## src/rtl/gw2a_ddr_rdalign.sv

```systemverilog
// DDR read-data aligner: per-lane 4:1 deserialised sample selection with an
// automatic calibration sweep over eight shift candidates against a known pattern.
module gw2a_ddr_rdalign #(
    parameter int WIDTH   = 16,
    parameter int SETTLE  = 3,  // must be >= 1
    parameter int MATCHES = 4   // 1..15
) (
    input  logic                 PCLK,
    input  logic                 RESET,
    input  logic [4*WIDTH-1:0]   DI,
    input  logic                 CAL_REQ,
    input  logic [1:0]           CAL_PAT,
    output logic [WIDTH-1:0]     Q0,
    output logic [WIDTH-1:0]     Q1,
    output logic [3*WIDTH-1:0]   SHIFT_O,
    output logic                 CAL_BUSY,
    output logic                 CAL_DONE,
    output logic                 CAL_FAIL,
    output logic [WIDTH-1:0]     FAIL_MASK
);

    localparam int CNT_W = 8;
    localparam logic [CNT_W-1:0] SETTLE_LAST = CNT_W'(SETTLE - 1);
    localparam logic [CNT_W-1:0] CHECK_LAST  = CNT_W'(MATCHES - 1);

    localparam logic [2:0] ST_IDLE   = 3'd0;
    localparam logic [2:0] ST_SETTLE = 3'd1;
    localparam logic [2:0] ST_CHECK  = 3'd2;
    localparam logic [2:0] ST_NEXT   = 3'd3;
    localparam logic [2:0] ST_DONE   = 3'd4;

    logic [2:0]       state;
    logic [2:0]       k;
    logic [CNT_W-1:0] cnt;
    logic [WIDTH-1:0] locked;

    logic start, in_settle, in_check, check_end, finish, advance;

    always_comb begin
        start     = (state == ST_IDLE) && CAL_REQ;
        in_settle = (state == ST_SETTLE);
        in_check  = (state == ST_CHECK);
        check_end = in_check && (cnt == CHECK_LAST);
        finish    = (state == ST_NEXT) && ((&locked) || (k == 3'd7));
        advance   = (state == ST_NEXT) && !finish;
        CAL_BUSY  = in_settle || in_check || (state == ST_NEXT);
        CAL_DONE  = (state == ST_DONE);
        CAL_FAIL  = |FAIL_MASK;
    end

    always_ff @(posedge PCLK) begin
        if (RESET) begin
            state <= ST_IDLE;
            k     <= 3'd0;
            cnt   <= '0;
        end else begin
            case (state)
                ST_IDLE: begin
                    if (CAL_REQ) begin
                        state <= ST_SETTLE;
                        k     <= 3'd0;
                        cnt   <= '0;
                    end
                end
                ST_SETTLE: begin
                    if (cnt == SETTLE_LAST) begin
                        cnt   <= '0;
                        state <= ST_CHECK;
                    end else begin
                        cnt <= cnt + 1'b1;
                    end
                end
                ST_CHECK: begin
                    if (cnt == CHECK_LAST) begin
                        cnt   <= '0;
                        state <= ST_NEXT;
                    end else begin
                        cnt <= cnt + 1'b1;
                    end
                end
                ST_NEXT: begin
                    if (finish) begin
                        state <= ST_DONE;
                    end else begin
                        k     <= k + 3'd1;
                        state <= ST_SETTLE;
                    end
                end
                ST_DONE: state <= ST_IDLE;
                default: state <= ST_IDLE;
            endcase
        end
    end

    for (genvar i = 0; i < WIDTH; i++) begin : g_lane
        logic [3:0] s;
        logic [2:0] shift_r;
        logic       q0_sel, q1_sel, q1_prev, q0_r, q1_r;
        logic       lock_r, ok_r, fail_r, match;

        assign s = DI[4*i +: 4];

        always_comb begin
            q0_sel = s[0];
            q1_sel = s[2];
            case (shift_r[1:0])
                2'd0: begin q0_sel = s[0]; q1_sel = s[2]; end
                2'd1: begin q0_sel = s[1]; q1_sel = s[3]; end
                2'd2: begin q0_sel = s[2]; q1_sel = s[0]; end
                2'd3: begin q0_sel = s[3]; q1_sel = s[1]; end
                default: begin q0_sel = s[0]; q1_sel = s[2]; end
            endcase
        end

        // shift[2] moves the pair boundary by one half-cycle using last cycle's q1
        always_ff @(posedge PCLK) begin
            if (RESET) begin
                q1_prev <= 1'b0;
                q0_r    <= 1'b0;
                q1_r    <= 1'b0;
            end else begin
                q1_prev <= q1_sel;
                if (shift_r[2]) begin
                    q0_r <= q1_prev;
                    q1_r <= q0_sel;
                end else begin
                    q0_r <= q0_sel;
                    q1_r <= q1_sel;
                end
            end
        end

        assign match = ({q1_r, q0_r} == CAL_PAT);

        always_ff @(posedge PCLK) begin
            if (RESET) begin
                shift_r <= 3'd0;
                lock_r  <= 1'b0;
                ok_r    <= 1'b0;
                fail_r  <= 1'b0;
            end else if (start) begin
                shift_r <= 3'd0;
                lock_r  <= 1'b0;
                fail_r  <= 1'b0;
            end else if (in_settle) begin
                ok_r <= 1'b1;
            end else if (in_check) begin
                ok_r <= ok_r && match;
                if (check_end && ok_r && match) begin
                    lock_r <= 1'b1;
                end
            end else if (finish && !lock_r) begin
                fail_r  <= 1'b1;
                shift_r <= 3'd0;
            end else if (advance && !lock_r) begin
                shift_r <= k + 3'd1;
            end
        end

        assign Q0[i]             = q0_r;
        assign Q1[i]             = q1_r;
        assign SHIFT_O[3*i +: 3] = shift_r;
        assign locked[i]         = lock_r;
        assign FAIL_MASK[i]      = fail_r;
    end

endmodule

```

## config.mk

```make
export PLATFORM = sky130hd
export DESIGN_NAME = gw2a_ddr_rdalign
export DESIGN_NICKNAME = d
export VERILOG_FILES = /design/src/rtl/gw2a_ddr_rdalign.sv
export SDC_FILE = /design/constraint.sdc
export NUM_CORES = 1
export LEC_CHECK = 0
export ABC_AREA = 1
export CORE_ASPECT_RATIO = 0.9
export CORE_MARGIN = 2
export CORE_UTILIZATION = 55
export DETAILED_ROUTE_END_ITERATION = 7
export GPL_TIMING_DRIVEN = 0
export PLACE_DENSITY = 0.86
export SLEW_MARGIN = 25
export SYNTH_ARGS = -nofsm -noshare
export SYNTH_HDL_FRONTEND = slang
export SYNTH_SLANG_ARGS = --single-unit
```

## constraint.sdc

```tcl
create_clock -name PCLK -period 3.66 [get_ports PCLK]
set_clock_uncertainty 0.15 [all_clocks]
set_input_delay 0.732 -clock PCLK [delete_from_list [all_inputs] [get_ports PCLK]]
set_output_delay 0.732 -clock PCLK [all_outputs]
set_load 0.02 [all_outputs]
```

* Word level (Yosys, flattened, before mapping) *
Cells that the tools add are included.

operators by class
  reduce and logical (&&, ||, !) cells = 195
  bitwise gates (word level) = 3
  $add $sub $neg = 2
  muxes and demuxes = 140
  equality and inequality tests = 75

operator list
  kind                   number
  $reduce_and A3 Y1      50
  $pmux W1 S4            32
  $mux W3                38
  $logic_and A1 B1 Y1    84
  $eq A2 B2 Y1 const B   32
  $mux W1                64
  $reduce_bool A2 Y1     18
  $eq A2 B1 Y1 const B   16
  $eq A2 B2 Y1           16
  $logic_not A2 Y1       16
  $mux W8                3
  $pmux W8 S3            1
  $logic_not A1 Y1       17
  $eq A8 B2 Y1 const B   2
  $reduce_and A16 Y1     1
  $reduce_or A16 Y1      1
  $pmux W3 S4            1
  $add A8 B1 Y8 const B  1
  $eq A3 B2 Y1 const B   2
  $eq A3 B3 Y1 const B   2
  $pmux W3 S2            1
  $ne A2 B1 Y1 const B   2
  $ne A2 B2 Y1 const B   2
  $reduce_and A2 Y1      2
  other kinds (7)        11

storage, ports and cells
  input port bits = 69
  logic and storage cells = 530
  register bits = 158
  output and inout port bits = 99

* Logic depth before layout (Yosys ltp) *
Gate-level depths: netlist (run 1).

  depth in word-level cells = 8
  depth in mapped cells = 10
  depth with buffers taken out = 10

* Worst setup path before layout (run 1) *
No wires, ideal clock.

  path kind = input to register
  start point = input CAL_PAT[1]
  end point = register g_lane[15].lock_r
  stages = 7
  library setup time = 115 ps
  path slack = 1870 ps
  data required time = 3395 ps
  data arrival time = 1524 ps
  path through = buf_2 -> buf_4 -> xnor2_1 -> nand3_1 -> inv_1 -> a21oi_1 -> nor2_2

between the ends
  word-level cells in the longest chain between the ends = 3

ends and longest elaborated chain
  what                         line  RTL
  from (decl)                  12    input logic [1:0] CAL_PAT,
  $eq A2 B2 Y1                 133   assign match = ({q1_r, q0_r} == CAL_PAT);
  $logic_and A1 B1 Y1          149   if (check_end && ok_r && match) begin
  $reduce_and A3 Y1 (no line)  n/a
  to (signal assigned)         138   lock_r <= 1'b0;
  to (signal assigned)         143   lock_r <= 1'b0;
  to (signal assigned)         150   lock_r <= 1'b1;
  to (decl)                    99    logic lock_r, ok_r, fail_r, match;

Every way passes these cells.
A chain may end at the register's enable or synchronous reset.

* Worst setup path after layout (run 1) *
  start point = register g_lane[7].fail_r
  end point = output CAL_FAIL

between the ends
  word-level cells in the longest chain between the ends = 1

ends and longest elaborated chain
  what                    line  RTL
  from (decl)             99
  from (signal assigned)  140   fail_r <= 1'b0;
  from (signal assigned)  144   fail_r <= 1'b0;
  from (signal assigned)  153   fail_r <= 1'b1;
  $reduce_or A16 Y1       48    CAL_FAIL = |FAIL_MASK;
  to (decl)               18    output logic CAL_FAIL,

Every way passes these cells.

==> results of run 1 <==
-- routing by layer --
| metal | part of all wire | GRT usage |
|---|---|---|
| met1 | 0.41 | 0.384 |
| met2 | 0.47 | 0.511 |
| met3 | 0.094 | 0.0745 |
| met4 | 0.033 | 0.158 |
| met5 | 0 | 0 |
-- state kept, by name (all words and copies together), names as in the netlist --
name / count
g_lane.ok_r: 16
g_lane.q1_prev: 16
g_lane.lock_r: 16
g_lane.shift_r: 48
k: 3
g_lane.q0_r: 16
g_lane.fail_r: 16
state: 3
g_lane.q1_r: 16
cnt: 8
-- cell type report --
class,instances,area share
Buffer,82,0.0514
Sequential cell,158,0.308
Timing Repair Buffer,165,0.161
Clock inverter,13,0.0149
Inverter,145,0.0530
Multi-Input combinational cell,684,0.345
Tap cell,193,0.0235
Clock buffer,19,0.0431
-- kinds of logic (layout without fill, tap and decap cells) --
group | Yosys count | count (layout)
multiplexers | 1 | 1
buffers and inverters | 227 | 424
adder cells (fa/ha/maj) | 4 | 4
AO/OA/AOI/OAI | 215 | 215
AND/OR/NAND/NOR | 430 | 430
flip-flops | 158 | 158
XOR/XNOR | 34 | 34
-- power breakdown --
| part | total (mW) | switching, mW | internal (mW) |
|---|---|---|---|
| Clock | 1.80 | 0.763 | 1.04 |
| Combinational | 1.50 | 0.967 | 0.529 |
| Sequential | 2.06 | 0.152 | 1.91 |
-- stage by stage --
stage               utilization  power [mW]  std cells  setup WS [ns]
floorplan                     -        2.98       1069           1.87
finish                    0.739        5.36       1459          0.751
detailed placement        0.696        3.52       1427          0.727
CTS                       0.739        5.31       1459          0.763
global placement          0.696        3.48       1427          0.710
global route              0.739        5.55       1459          0.757
-- path summary, 6_finish.rpt --
check | start | endpoint | depth (start not counted)
min reg2reg | g_lane[13].fail_r$_SDFFE_PP0P_ | g_lane[13].fail_r$_SDFFE_PP0P_ | 2
min | g_lane[13].fail_r$_SDFFE_PP0P_ | g_lane[13].fail_r$_SDFFE_PP0P_ | 2
max reg2reg | k[0]$_SDFFE_PP0P_ | g_lane[3].shift_r[2]$_SDFFE_PP0P_ | 6
max | g_lane[7].fail_r$_SDFFE_PP0P_ | CAL_FAIL | 3
-- critical path, stage by stage, from the launching register on --
cell and delay [ns]:
dfxtp_1 0.33, nor4_1 0.52, nand4_1 0.18, clkdlybuf4s50_1 0.57
-- cells in the final DEF, fill, tap and decap left out, types with 5 or more instances in the layout --
cell             synthesis  routed
a31oi_1                  9       9
xnor2_1                 32      32
nand4_1                 45      45
clkbuf_16                0      17
nor2_2                  14      14
buf_2                   14      14
inv_6                    0       6
nor3_1                   7       7
clkdlybuf4s50_1          0     165
buf_4                   52      52
clkbuf_1                11      12
nand2_1                138     138
nand3_1                111     111
o21ba_2                  9       9
a21oi_1                121     121
dfxtp_1                158     158
o21ai_0                 53      53
inv_1                  138     138
nand2_2                  5       5
nor2_1                  95      95
==> results.py, run 1 <==
metrics = {
    "floorplanning": {
        "die_y_um": 117,
        "die_x_um": 129,
        "coreArea_um2": 13900,
        "initial_core_util": 0.560,
        "ios": 168,
        "rows": 41,
        "die-area_um2": 15100,
    },
    "clock_network": {
        "clk_path_buf_depth": 2,
        "cts_tree": "yes",
        "ctsResizeCount": 0,
        "post-cts-setup-buffers": 0,
        "numCtsBuffers": 17,
        "cts.sink_count": 158,
        "clock_latency_ns": 0.43,
        "cts_root_buf": "clkbuf_16",
        "cts-htree-levels": 4,
        "path_clk_slew_ns": 0.07,
        "ctsHoldBuffers": 0,
    },
    "outcome": {
        "status": "finished clean",
    },
    "synthesis": {
        "netlist_area_um2": 7780,
        "synthCells": 1069,
        "synth_top_family_by_area": "simple AND/OR/NAND/NOR gates",
        "ys_warn_count": 0,
        "synth_mux_area_frac": 0.00129,
        "synth_simple_gate_area_frac": 0.256,
        "synth_most_common_cell": "dfxtp_1",
        "synth.top_cell.area_share": 0.407,
        "synth_compound_area_frac": 0.154,
        "async_flop_share": 0,
        "yosysSeqAreaShare": 0.407,
        "synth_area_leaders": "dfxtp_1 41%, a21oi_1 7.8%, nand3_1 7.1%, inv_1 6.7%, nand2_1 6.7%",
        "synth_flop_cell": "dfxtp_1",
        "yosys-top-cells-count": "158 x dfxtp_1, 138 x inv_1, 138 x nand2_1",
        "synth_fa_ha_area_frac": 0.00643,
        "synth_xor_area_frac": 0.0383,
        "synth_cell_types": 41,
        "synth_edf_count": 0,
        "yosys_register_bits": 158,
        "syn_nets": 1142,
        "yosysTopAreaCell": "dfxtp_1",
        "synth_area_per_cell_um2": 7.28,
    },
    "route": {
        "vias_per_cell": 5.54,
        "drc_errors": 0,
        "vias": 8090,
        "ant_nets": 0,
        "dr.pass1.iters": 5,
        "wl_mm": 23.5,
        "first_iter_violations": 782,
        "routedWlPerCell_um": 16.1,
    },
    "grt": {
        "gr-total-overflow": 0,
        "grt_pass1_wl_mm": 36.8,
        "grt_pass1_vias": 7670,
        "antenna_found_initial": 0,
        "grt_start_max_net_pins": 17,
        "grt.total_usage": 0.311,
    },
    "power_and_ir_drop": {
        "powerDensity_nw_per_um2": 522,
        "vdd_drop_max_uv": 483,
        "p_leak_nw": 4.12,
    },
    "place": {
        "port_buffers": 165,
        "dp_hpwl_mm": 16.1,
        "gp_congestion": 0.943,
        "dpl_cell_area_um2": 9670,
    },
    "finish": {
        "drive_above_1_share": 0.111,
        "antenna_cells": 0,
        "multiInputGateArea_um2": 3540,
        "ff_latch_area_um2": 3160,
        "nFillCells": 1028,
        "fin_nets": 1326,
        "fin_area_um2": 10300,
        "synthToLayoutAreaGrowth_pct": 32.0,
    },
    "sta": {
        "setup_tns_ns": 0,
        "slew_viol_final": 0,
        "tightest_slew_ns": 0.870,
        "max_slew_margin": 0.420,
        "fmax_mhz": 344,
        "fin_crit_sh": 0.795,
        "rsz0062_at_grt": "false",
        "final-setup-viol-count": 0,
        "hold_viol_final": 0,
        "layout_min_cycle_time_ns": 2.91,
        "whs_ns": 0.329,
    },
    "setup_path": {
        "rrSetupSlack_ns": 1.29,
        "crit_type": "reg2out",
        "worstSetupEndpointType": "output port",
        "cp.required_ns": 2.78,
        "worstPathMaxFanout": 3,
        "worst_ep_arrival_time_ns": 2.03,
        "start_kind": "register",
    },
    "worst_hold_path": {
        "hp-class": "reg2reg",
    },
    "flow_run": {
        "cap_viol_max_count": 0,
    },
}
(Power assumes the default switching activity.)
==> run 2: changes to the inputs <==
- CORE_UTILIZATION: 55 -> 51
- PLACE_DENSITY: 0.86 -> 0.8
- clock period: 3.66 -> 3 ns (I/O delays scaled with it)
==> results.py, run 2 (synthesized netlist as in run 1, its figures left out) <==
metrics = {
    "finish": {
        "largest_register": "g_lane.shift_r",
        "final_cell_mix": "165 x clkdlybuf4s50_1, 158 x dfxtp_1, 138 x inv_1, 138 x nand2_1, 121 x a21oi_1",
        "layout_commonest_cell": "clkdlybuf4s50_1",
        "antenna_cells": 0,
        "fin_nets": 1326,
        "largest_reg_flops": 48,
        "drive_above_1_share": 0.111,
        "synthToLayoutAreaGrowth_pct": 32.3,
    },
    "setup_path": {
        "critPathCapture": "CAL_FAIL",
        "r2r_start": "k[0]$_SDFFE_PP0P_",
        "worst_ep_arrival_time_ns": 2.06,
        "worstPathMaxFanout": 3,
        "r2r_cells": 6,
        "worstSetupEndpointType": "output port",
        "r2r_end": "g_lane[3].shift_r[2]$_SDFFE_PP0P_",
        "start_kind": "register",
        "cp.required_ns": 2.25,
        "crit_type": "reg2out",
        "rrSetupSlack_ns": 0.58,
        "crit_start": "g_lane[7].fail_r$_SDFFE_PP0P_",
    },
    "floorplanning": {
        "initial_core_util": 0.525,
        "coreArea_um2": 14800,
        "die_x_um": 134,
        "die-area_um2": 16300,
        "die_y_um": 121,
        "rows": 42,
        "ios": 168,
    },
    "grt": {
        "grt_pass1_vias": 7204,
        "antenna_found_initial": 0,
        "grt_pass1_wl_mm": 35.5,
        "gr-total-overflow": 0,
        "grt.total_usage": 0.279,
        "grt_start_max_net_pins": 17,
    },
    "route": {
        "routedWlPerCell_um": 15.6,
        "dr.pass1.iters": 6,
        "drc_errors": 0,
        "wl_mm": 22.8,
        "ant_nets": 0,
        "first_iter_violations": 633,
        "vias_per_cell": 5.45,
        "vias": 7974,
    },
    "sta": {
        "fmax_mhz": 356,
        "tightest_slew_ns": 0.778,
        "fin_crit_sh": 0.936,
        "hold_viol_final": 0,
        "max_slew_margin": 0.481,
        "layout_min_cycle_time_ns": 2.81,
        "rsz0062_at_grt": "false",
        "whs_ns": 0.322,
        "slew_viol_final": 0,
        "setup_tns_ns": 0,
        "final-setup-viol-count": 0,
    },
    "place": {
        "dp_hpwl_mm": 16.0,
        "gp_congestion": 0.871,
        "port_buffers": 165,
    },
    "clock_network": {
        "ctsHoldBuffers": 0,
        "path_clk_slew_ns": 0.07,
        "ctsResizeCount": 0,
        "clk_path_buf_depth": 2,
        "cts_root_buf": "clkbuf_16",
        "clock_latency_ns": 0.44,
        "cts.sink_count": 158,
        "post-cts-setup-buffers": 0,
        "cts_tree": "yes",
        "numCtsBuffers": 17,
        "cts-htree-levels": 4,
    },
    "worst_hold_path": {
        "holdPathStages": 2,
        "hp-class": "reg2reg",
    },
    "power_and_ir_drop": {
        "p_leak_nw": 4.13,
        "powerDensity_nw_per_um2": 638,
        "vdd_drop_max_uv": 426,
    },
    "flow_run": {
        "cap_viol_max_count": 0,
    },
    "outcome": {
        "status": "finished clean",
    },
}
## run 2: cell types whose count changed in the layout (fill, tap and decap cells not counted), sizes merged
cell	previous run	this run
clkbuf	30	28
clkinv	5	7
inv	148	146
bufinv	2	3
clkinvlp	3	4
## run 2: metal layers
metal / routed length, um / up-vias / global-route usage
met3: 2010 / 71 / 0.0760
li1: - / 3873 / -
met5: 0 / - / 0
met2: 10200 / 352 / 0.438
met1: 9820 / 3678 / 0.361
met4: 772 / 0 / 0.123
## run 2: worst min path at each step
stage / slack (ns) / end / start
3_3_place_gp: 0.30 / g_lane[1].fail_r$_SDFFE_PP0P_ / g_lane[1].fail_r$_SDFFE_PP0P_
3_5_place_dp: 0.31 / g_lane[1].fail_r$_SDFFE_PP0P_ / g_lane[1].fail_r$_SDFFE_PP0P_
2_1_floorplan: 0.29 / g_lane[12].fail_r$_SDFFE_PP0P_ / g_lane[12].fail_r$_SDFFE_PP0P_
5_1_grt: 0.34 / g_lane[13].fail_r$_SDFFE_PP0P_ / g_lane[13].fail_r$_SDFFE_PP0P_
4_1_cts: 0.32 / g_lane[1].fail_r$_SDFFE_PP0P_ / g_lane[1].fail_r$_SDFFE_PP0P_
6_report: 0.32 / g_lane[1].fail_r$_SDFFE_PP0P_ / g_lane[1].fail_r$_SDFFE_PP0P_
## run 2: area by class of cell
| class | instances | area (um2) |
|---|---|---|
| plain buffers | 82 | 528 |
| clock inverters | 15 | 188 |
| repair buffers | 165 | 1650 |
| well taps | 198 | 248 |
| clock buffers | 17 | 425 |
| fillers | 1227 | 4530 |
| inverters | 145 | 544 |
| flip-flops and latches | 158 | 3160 |
| multi-input cells | 684 | 3540 |
## run 2: power breakdown
part	internal, mW	switching [mW]	total (mW)
clock network	1.32	0.930	2.25
registers	2.33	0.181	2.51
logic	0.644	1.16	1.80
total	4.30	2.27	6.57
## run 2: per-stage QoR
| stage | std cells | setup WS (ns) | total power, mW | area, um2 | utilization |
|---|---|---|---|---|---|
| after floorplan | 1069 | 1.29 | 3.64 | 7780 | - |
| after global placement | 1432 | 0.305 | 4.26 | 9680 | 0.653 |
| after detailed placement | 1432 | 0.268 | 4.30 | 9680 | 0.653 |
| after CTS | 1464 | 0.200 | 6.53 | 10300 | 0.694 |
| after global routing | 1464 | 0.185 | 6.83 | 10300 | 0.694 |
| final | 1464 | 0.193 | 6.57 | 10300 | 0.694 |
## run 2: critical path: stages (launching register included)
cell and delay [ns]:
dfxtp_1 0.33, nor4_1 0.50, nand4_1 0.20, clkdlybuf4s50_1 0.58
